### src/rtl/ioctl_sdram_reader.sv
// Serves hps_io upload byte reads from a spare SDRAM port (toggle req/ack),
// with a one-word cache so the second byte of a word needs no extra fetch.
// Ports: CLK_32M/reset_n; ioctl_upload/index/rd/addr in, ioctl_din/wait out;
// sdr_addr/req/wr_sel/din out, sdr_ack/dout in; busy high outside IDLE.
module ioctl_sdram_reader #(
  parameter logic [7:0]  UPLOAD_INDEX = 8'd4,
  parameter logic [23:0] BASE_WORD    = 24'h000000,
  parameter logic [24:0] SIZE_BYTES   = 25'h0010000
) (
  input  logic        CLK_32M,
  input  logic        reset_n,
  input  logic        ioctl_upload,
  input  logic [7:0]  ioctl_index,
  input  logic        ioctl_rd,
  input  logic [24:0] ioctl_addr,
  output logic [7:0]  ioctl_din,
  output logic        ioctl_wait,
  output logic [23:0] sdr_addr,
  output logic        sdr_req,
  input  logic        sdr_ack,
  input  logic [15:0] sdr_dout,
  output logic [1:0]  sdr_wr_sel,
  output logic [15:0] sdr_din,
  output logic        busy
);

  typedef enum logic [1:0] {
    S_RESYNC,
    S_IDLE,
    S_FETCH
  } state_t;

  state_t      state_q, state_d;
  logic        req_q, req_d;
  logic [23:0] addr_q, addr_d;
  logic [7:0]  din_q, din_d;
  logic        wait_q, wait_d;
  logic        lane_q, lane_d;
  logic [15:0] cache_q, cache_d;
  logic [23:0] tag_q, tag_d;
  logic        cvld_q, cvld_d;
  logic        pend_q, pend_d;
  logic [24:0] paddr_q, paddr_d;
  logic        upl_q, upl_d;
  logic        drop_q, drop_d;

  logic        act;
  logic        synced;
  logic        serve;
  logic [24:0] rd_addr;
  logic [23:0] rd_word;
  logic        oor;
  logic        hit;

  always_ff @(posedge CLK_32M or negedge reset_n) begin
    if (!reset_n) begin
      state_q <= S_RESYNC;
      req_q   <= 1'b0;
      addr_q  <= '0;
      din_q   <= '0;
      wait_q  <= 1'b0;
      lane_q  <= 1'b0;
      cache_q <= '0;
      tag_q   <= '0;
      cvld_q  <= 1'b0;
      pend_q  <= 1'b0;
      paddr_q <= '0;
      upl_q   <= 1'b0;
      drop_q  <= 1'b0;
    end else begin
      state_q <= state_d;
      req_q   <= req_d;
      addr_q  <= addr_d;
      din_q   <= din_d;
      wait_q  <= wait_d;
      lane_q  <= lane_d;
      cache_q <= cache_d;
      tag_q   <= tag_d;
      cvld_q  <= cvld_d;
      pend_q  <= pend_d;
      paddr_q <= paddr_d;
      upl_q   <= upl_d;
      drop_q  <= drop_d;
    end
  end

  always_comb begin
    act = ioctl_rd & ioctl_upload
        & (ioctl_index == UPLOAD_INDEX);
    synced = (req_q == sdr_ack);
    // A read held over from RESYNC is served from its latched address.
    rd_addr = (state_q == S_RESYNC && pend_q) ? paddr_q : ioctl_addr;
    rd_word = BASE_WORD + rd_addr[24:1];
    oor = (rd_addr >= SIZE_BYTES);
    // Tag holds the SDRAM word address; the base offset is a bijection.
    hit = cvld_q & (tag_q == rd_word);
    serve = ((state_q == S_IDLE) & act)
          | ((state_q == S_RESYNC) & synced & (pend_q | act));

    state_d = state_q;
    req_d   = req_q;
    addr_d  = addr_q;
    din_d   = din_q;
    wait_d  = wait_q;
    lane_d  = lane_q;
    cache_d = cache_q;
    tag_d   = tag_q;
    cvld_d  = cvld_q;
    pend_d  = pend_q;
    paddr_d = paddr_q;
    upl_d   = ioctl_upload;
    drop_d  = drop_q;

    if (upl_q & ~ioctl_upload) begin
      cvld_d = 1'b0;
      drop_d = drop_q | (state_q == S_FETCH);
    end

    unique case (state_q)
      S_RESYNC: begin
        if (synced) begin
          state_d = S_IDLE;
          pend_d  = 1'b0;
        end else if (act) begin
          pend_d  = 1'b1;
          paddr_d = ioctl_addr;
          wait_d  = 1'b1;
        end
      end
      S_IDLE: ;
      S_FETCH: begin
        if (synced) begin
          // The toggle cannot be cancelled, so an aborted session
          // still waits for the ack and then drops the data.
          if (!drop_q && ioctl_upload) begin
            cache_d = sdr_dout;
            tag_d   = addr_q;
            cvld_d  = 1'b1;
            din_d   = lane_q ? sdr_dout[15:8] : sdr_dout[7:0];
          end
          wait_d  = 1'b0;
          drop_d  = 1'b0;
          state_d = S_IDLE;
        end
      end
      default: state_d = S_RESYNC;
    endcase

    if (serve) begin
      if (oor) begin
        din_d  = 8'hFF;
        wait_d = 1'b0;
      end else if (hit) begin
        din_d  = rd_addr[0] ? cache_q[15:8] : cache_q[7:0];
        wait_d = 1'b0;
      end else begin
        req_d   = ~req_q;
        addr_d  = rd_word;
        lane_d  = rd_addr[0];
        wait_d  = 1'b1;
        state_d = S_FETCH;
      end
    end
  end

  assign ioctl_din  = din_q;
  assign ioctl_wait = wait_q;
  assign sdr_addr   = addr_q;
  assign sdr_req    = req_q;
  assign sdr_wr_sel = 2'b00;
  assign sdr_din    = 16'h0000;
  assign busy       = (state_q != S_IDLE);

endmodule
### config.mk
export PLATFORM = sky130hd
export DESIGN_NAME = ioctl_sdram_reader
export DESIGN_NICKNAME = d
export VERILOG_FILES = /design/src/rtl/ioctl_sdram_reader.sv
export SDC_FILE = /design/constraint.sdc
export NUM_CORES = 1
export LEC_CHECK = 0
export ABC_AREA = 1
export BUFFER_PORTS_ARGS = -buffer_cell sky130_fd_sc_hd__buf_2
export CORE_AREA = 2 2 156 82
export CTS_CLUSTER_DIAMETER = 150
export DETAILED_ROUTE_END_ITERATION = 10
export DIE_AREA = 0 0 158 84
export PLACE_DENSITY_LB_ADDON = 0.08
export SLEW_MARGIN = 20
export SYNTH_ARGS = -nofsm -noshare
export SYNTH_HDL_FRONTEND = slang
export SYNTH_SLANG_ARGS = --single-unit
### constraint.sdc
create_clock -name CLK_32M -period 4.5 [get_ports CLK_32M]
set_input_delay 0.45 -clock CLK_32M [delete_from_list [all_inputs] [get_ports CLK_32M]]
set_output_delay 0.45 -clock CLK_32M [all_outputs]
set_load 0.01 [all_outputs]
==> results.py <==
metrics = {
    "global_routing": {
        "grt_pass1_wl_mm": 24.98,
        "grt_max_degree": 67,
        "grt_util_met3_pct": 5.867,
        "grt_usage_pct": 24.23,
        "grt.overflow.total": 0,
        "busiest_layer": "met1",
        "grt_use_met2_pct": 33.04,
        "antenna_found_initial": 0,
        "use_met1_pct": 38.45,
        "grt_pass1_vias": 4961,
    },
    "placed_design": {
        "place.detailed.hpwl_mm": 11.17,
        "gp_congestion": 0.8781,
        "io_buffers": 88,
        "dp.cells": 1029,
    },
    "clock_tree": {
        "root_buffer": "clkbuf_16",
        "clkTransAtPathRegs_ps": 70,
        "holdBufCountCts": 0,
        "clock_sinks": 106,
        "h-tree-depth": 3,
        "cts_tree": "yes",
        "numCtsBuffers": 9,
        "clk_latency_ps": 350,
        "cts_resized": 0,
        "postCtsSetupRepairBufs": 0,
        "clockBufferDepth": 2,
    },
    "logic_synthesis": {
        "ys_types": 29,
        "async_reset_ff_share_pct": 100.0,
        "synth_area_um2": 5792,
        "seq_area_frac_synth_pct": 45.80,
        "synth-seq-cells": 106,
        "ys_warn_count": 0,
        "synth-edff-count": 0,
        "ys.flop_type": "dfrtp_1",
        "synth_cells": 796,
        "synth.avg_cell_area_um2": 7.276,
    },
    "power": {
        "ir_drop_mv": 0.1633,
        "pwr-share-comb_pct": 11.2,
        "p_leak_uw": 0.003636,
        "netSwitchingPower_uw": 530.7,
        "p_per_area_nw_per_um2": 319.6,
        "p_int_uw": 1583,
        "pwr-share-clk_pct": 41.1,
        "seqPwrFrac_pct": 47.7,
        "swShare_pct": 25.11,
    },
    "flow_run": {
        "max_cap_violations": 0,
    },
    "final_layout": {
        "final-seq-area_um2": 2653,
        "multi_input_area_um2": 2572,
        "nets": 924,
        "drive_gt1_share_pct": 15.31,
        "fillerInstances": 1176,
        "fin_cells": 1045,
        "utilization_pct": 54.56,
        "area_delta_synth_final_pct": 14.17,
        "antennaDiodeCount": 0,
    },
    "sta": {
        "period_share_pct": 69.11,
        "clock.fmax_mhz": 321.6,
        "setup_tns_ps": 0,
        "timing.slew.headroom_pct": 43.94,
        "worst_slew_pin_slew_ps": 840.9,
        "slew_violations": 0,
        "finalSetupViolCount": 0,
        "hold_viol_final": 0,
        "grt_setup_unrepaired": "false",
        "worst_clock_skew_ps": 7.445,
        "fin_crit_ps": 3110,
    },
    "die": {
        "start_util_pct": 47.79,
        "die_w_um": 158,
        "die_height_um": 84,
        "std_cell_rows": 29,
        "io_pins": 107,
        "core_area_um2": 12120,
        "die_area_um2": 13270,
    },
    "critical_path": {
        "r2r-end": "sdr_addr[23]",
        "crit_path_end_kind": "flip-flop",
        "crit_required_ps": 4740,
        "worstSetupPathType": "flip-flop to flip-flop",
        "worst-path-max-fanout": 36,
        "arrival_ps": 3350,
        "startpoint_type": "flip-flop",
        "slowest_delay_ps": 470,
        "crit_path_top_delay_cell": "nor2_4",
        "crit_chain": "nor2_4 -> buf_4 -> nand2_4 -> nand2_1 -> nand4_1 -> nor3_1 -> nand3_1 -> nor2_4 -> nand2_1 -> inv_2 -> nor2_1",
        "worstRegToRegCells": 11,
        "r2r_start": "state_q[1]",
        "r2r_setup_slack_ps": 1390,
    },
    "route": {
        "drt_iter0_drc": 521,
        "wl_mm": 15.50,
        "drc_errors": 0,
        "viasPerCell": 5.121,
        "vias": 5351,
        "ant_nets": 0,
        "post_drt_wl_per_cell_um": 14.83,
        "drt_pass1_iterations": 5,
    },
    "status": {
        "outcome": "finished, final reports clean",
    },
    "min_path": {
        "hold_path.class": "input port to asynchronous set/reset pin",
    },
}
-- through the flow --
step / hold WS [ps] / cell area (um^2) / worst slack (ps) / total power (uW)
floorplan: 154.4 / 5856 / 2521 / 1170
global placement: 468.8 / 6276 / 1587 / 1252
detailed placement: 472.3 / 6276 / 1482 / 1259
CTS: 227.7 / 6606 / 1414 / 2129
global route: 223.8 / 6613 / 1197 / 2211
finish: 191.0 / 6613 / 1390 / 2113
-- worst max-delay path by stage --
stage | startpoint | end | slack [ps]
floorplan | state_q[1] | lane_q | 2520
global placement | state_q[1] | sdr_addr[16] | 1590
detailed placement | state_q[1] | sdr_addr[23] | 1480
CTS | state_q[1] | sdr_addr[23] | 1410
global route | state_q[1] | sdr_addr[23] | 1200
finish | state_q[1] | sdr_addr[23] | 1390
-- layer usage --
| metal | part of all wire (%) | routed length (um) | up-vias |
|---|---|---|---|
| li1 | - | - | 2641 |
| met1 | 51 | 7861 | 2485 |
| met2 | 40 | 6240 | 212 |
| met3 | 8.2 | 1269 | 13 |
| met4 | 0.81 | 125 | 0 |
| met5 | 0 | 0 | - |
-- cells in the final DEF (no fill, tap or decap), types with 6 or more instances in the layout --
master and count:
buf_4 6, nand4_1 15, nand2_1 268, nand3_1 104, o21ai_0 78, conb_1 18, inv_1 91, dfrtp_1 106
mux2_2 8, buf_2 87, nand3b_1 9, nor2_1 42, clkbuf_16 9
-- power by group through the flow --
stage               Sequential, uW  Clock [uW]  Combinational, uW
floorplan                     1020           0                146
global placement              1020           0                227
detailed placement            1030           0                233
CTS                           1010         886                235
global route                  1010         931                269
finish                        1010         869                236
-- cell families (layout without fill, tap and decap cells) --
kind of cell           Yosys count  count (layout)  share of synthesized area, %
multiplexers                     8               8                         1.555
flip-flops                     106             106                         45.80
AND/OR/NAND/NOR                453             453                         34.05
buffers and inverters          144             206                         11.10
other                            1              18                       0.06475
AO/OA/AOI/OAI                   84              84                         7.431
-- critical path: cells and delay by family (launching register included) --
kind	cells	cell delay (ps)
simple gates	9	1980
buf+inv	2	570
flops	1	420
-- area by class of cell --
class / count / area share [%]
inverter: 97 / 5.506
sequential: 106 / 40.11
clock buffer: 12 / 3.879
clock inverter: 4 / 1.116
timing repair buffer: 93 / 7.266
multi-input combinational: 563 / 38.90
tap: 170 / 3.217
-- cell usage after synthesis (2+ instances only) --
master    instances  share of area (%)
nand3_1         104                9.0
nand4_1          15                1.6
nand2_4           2               0.39
buf_4            20                2.6
inv_2             4               0.26
nor2_1           42                2.7
buf_6             2               0.39
o21ai_0          78                6.7
dfrtp_1         106                 46
clkbuf_1         14               0.91
nor3_1            2               0.17
buf_2            10               0.86
clkinv_1          2               0.13
a21oi_1           3               0.26
nand2_2           2               0.22
nand3b_1          9                1.2
inv_1            91                5.9
nor2_4            4               0.78
nand2_1         269                 17
mux2_2            8                1.6
-- registers in the layout, summed over array words and instances, names as in the netlist, 2 cells and up --
| name | cells |
|---|---|
| paddr_q | 25 |
| sdr_addr | 24 |
| tag_q | 24 |
| cache_q | 16 |
| ioctl_din | 8 |
| state_q | 2 |
Power figures use the tool's default switching activity.
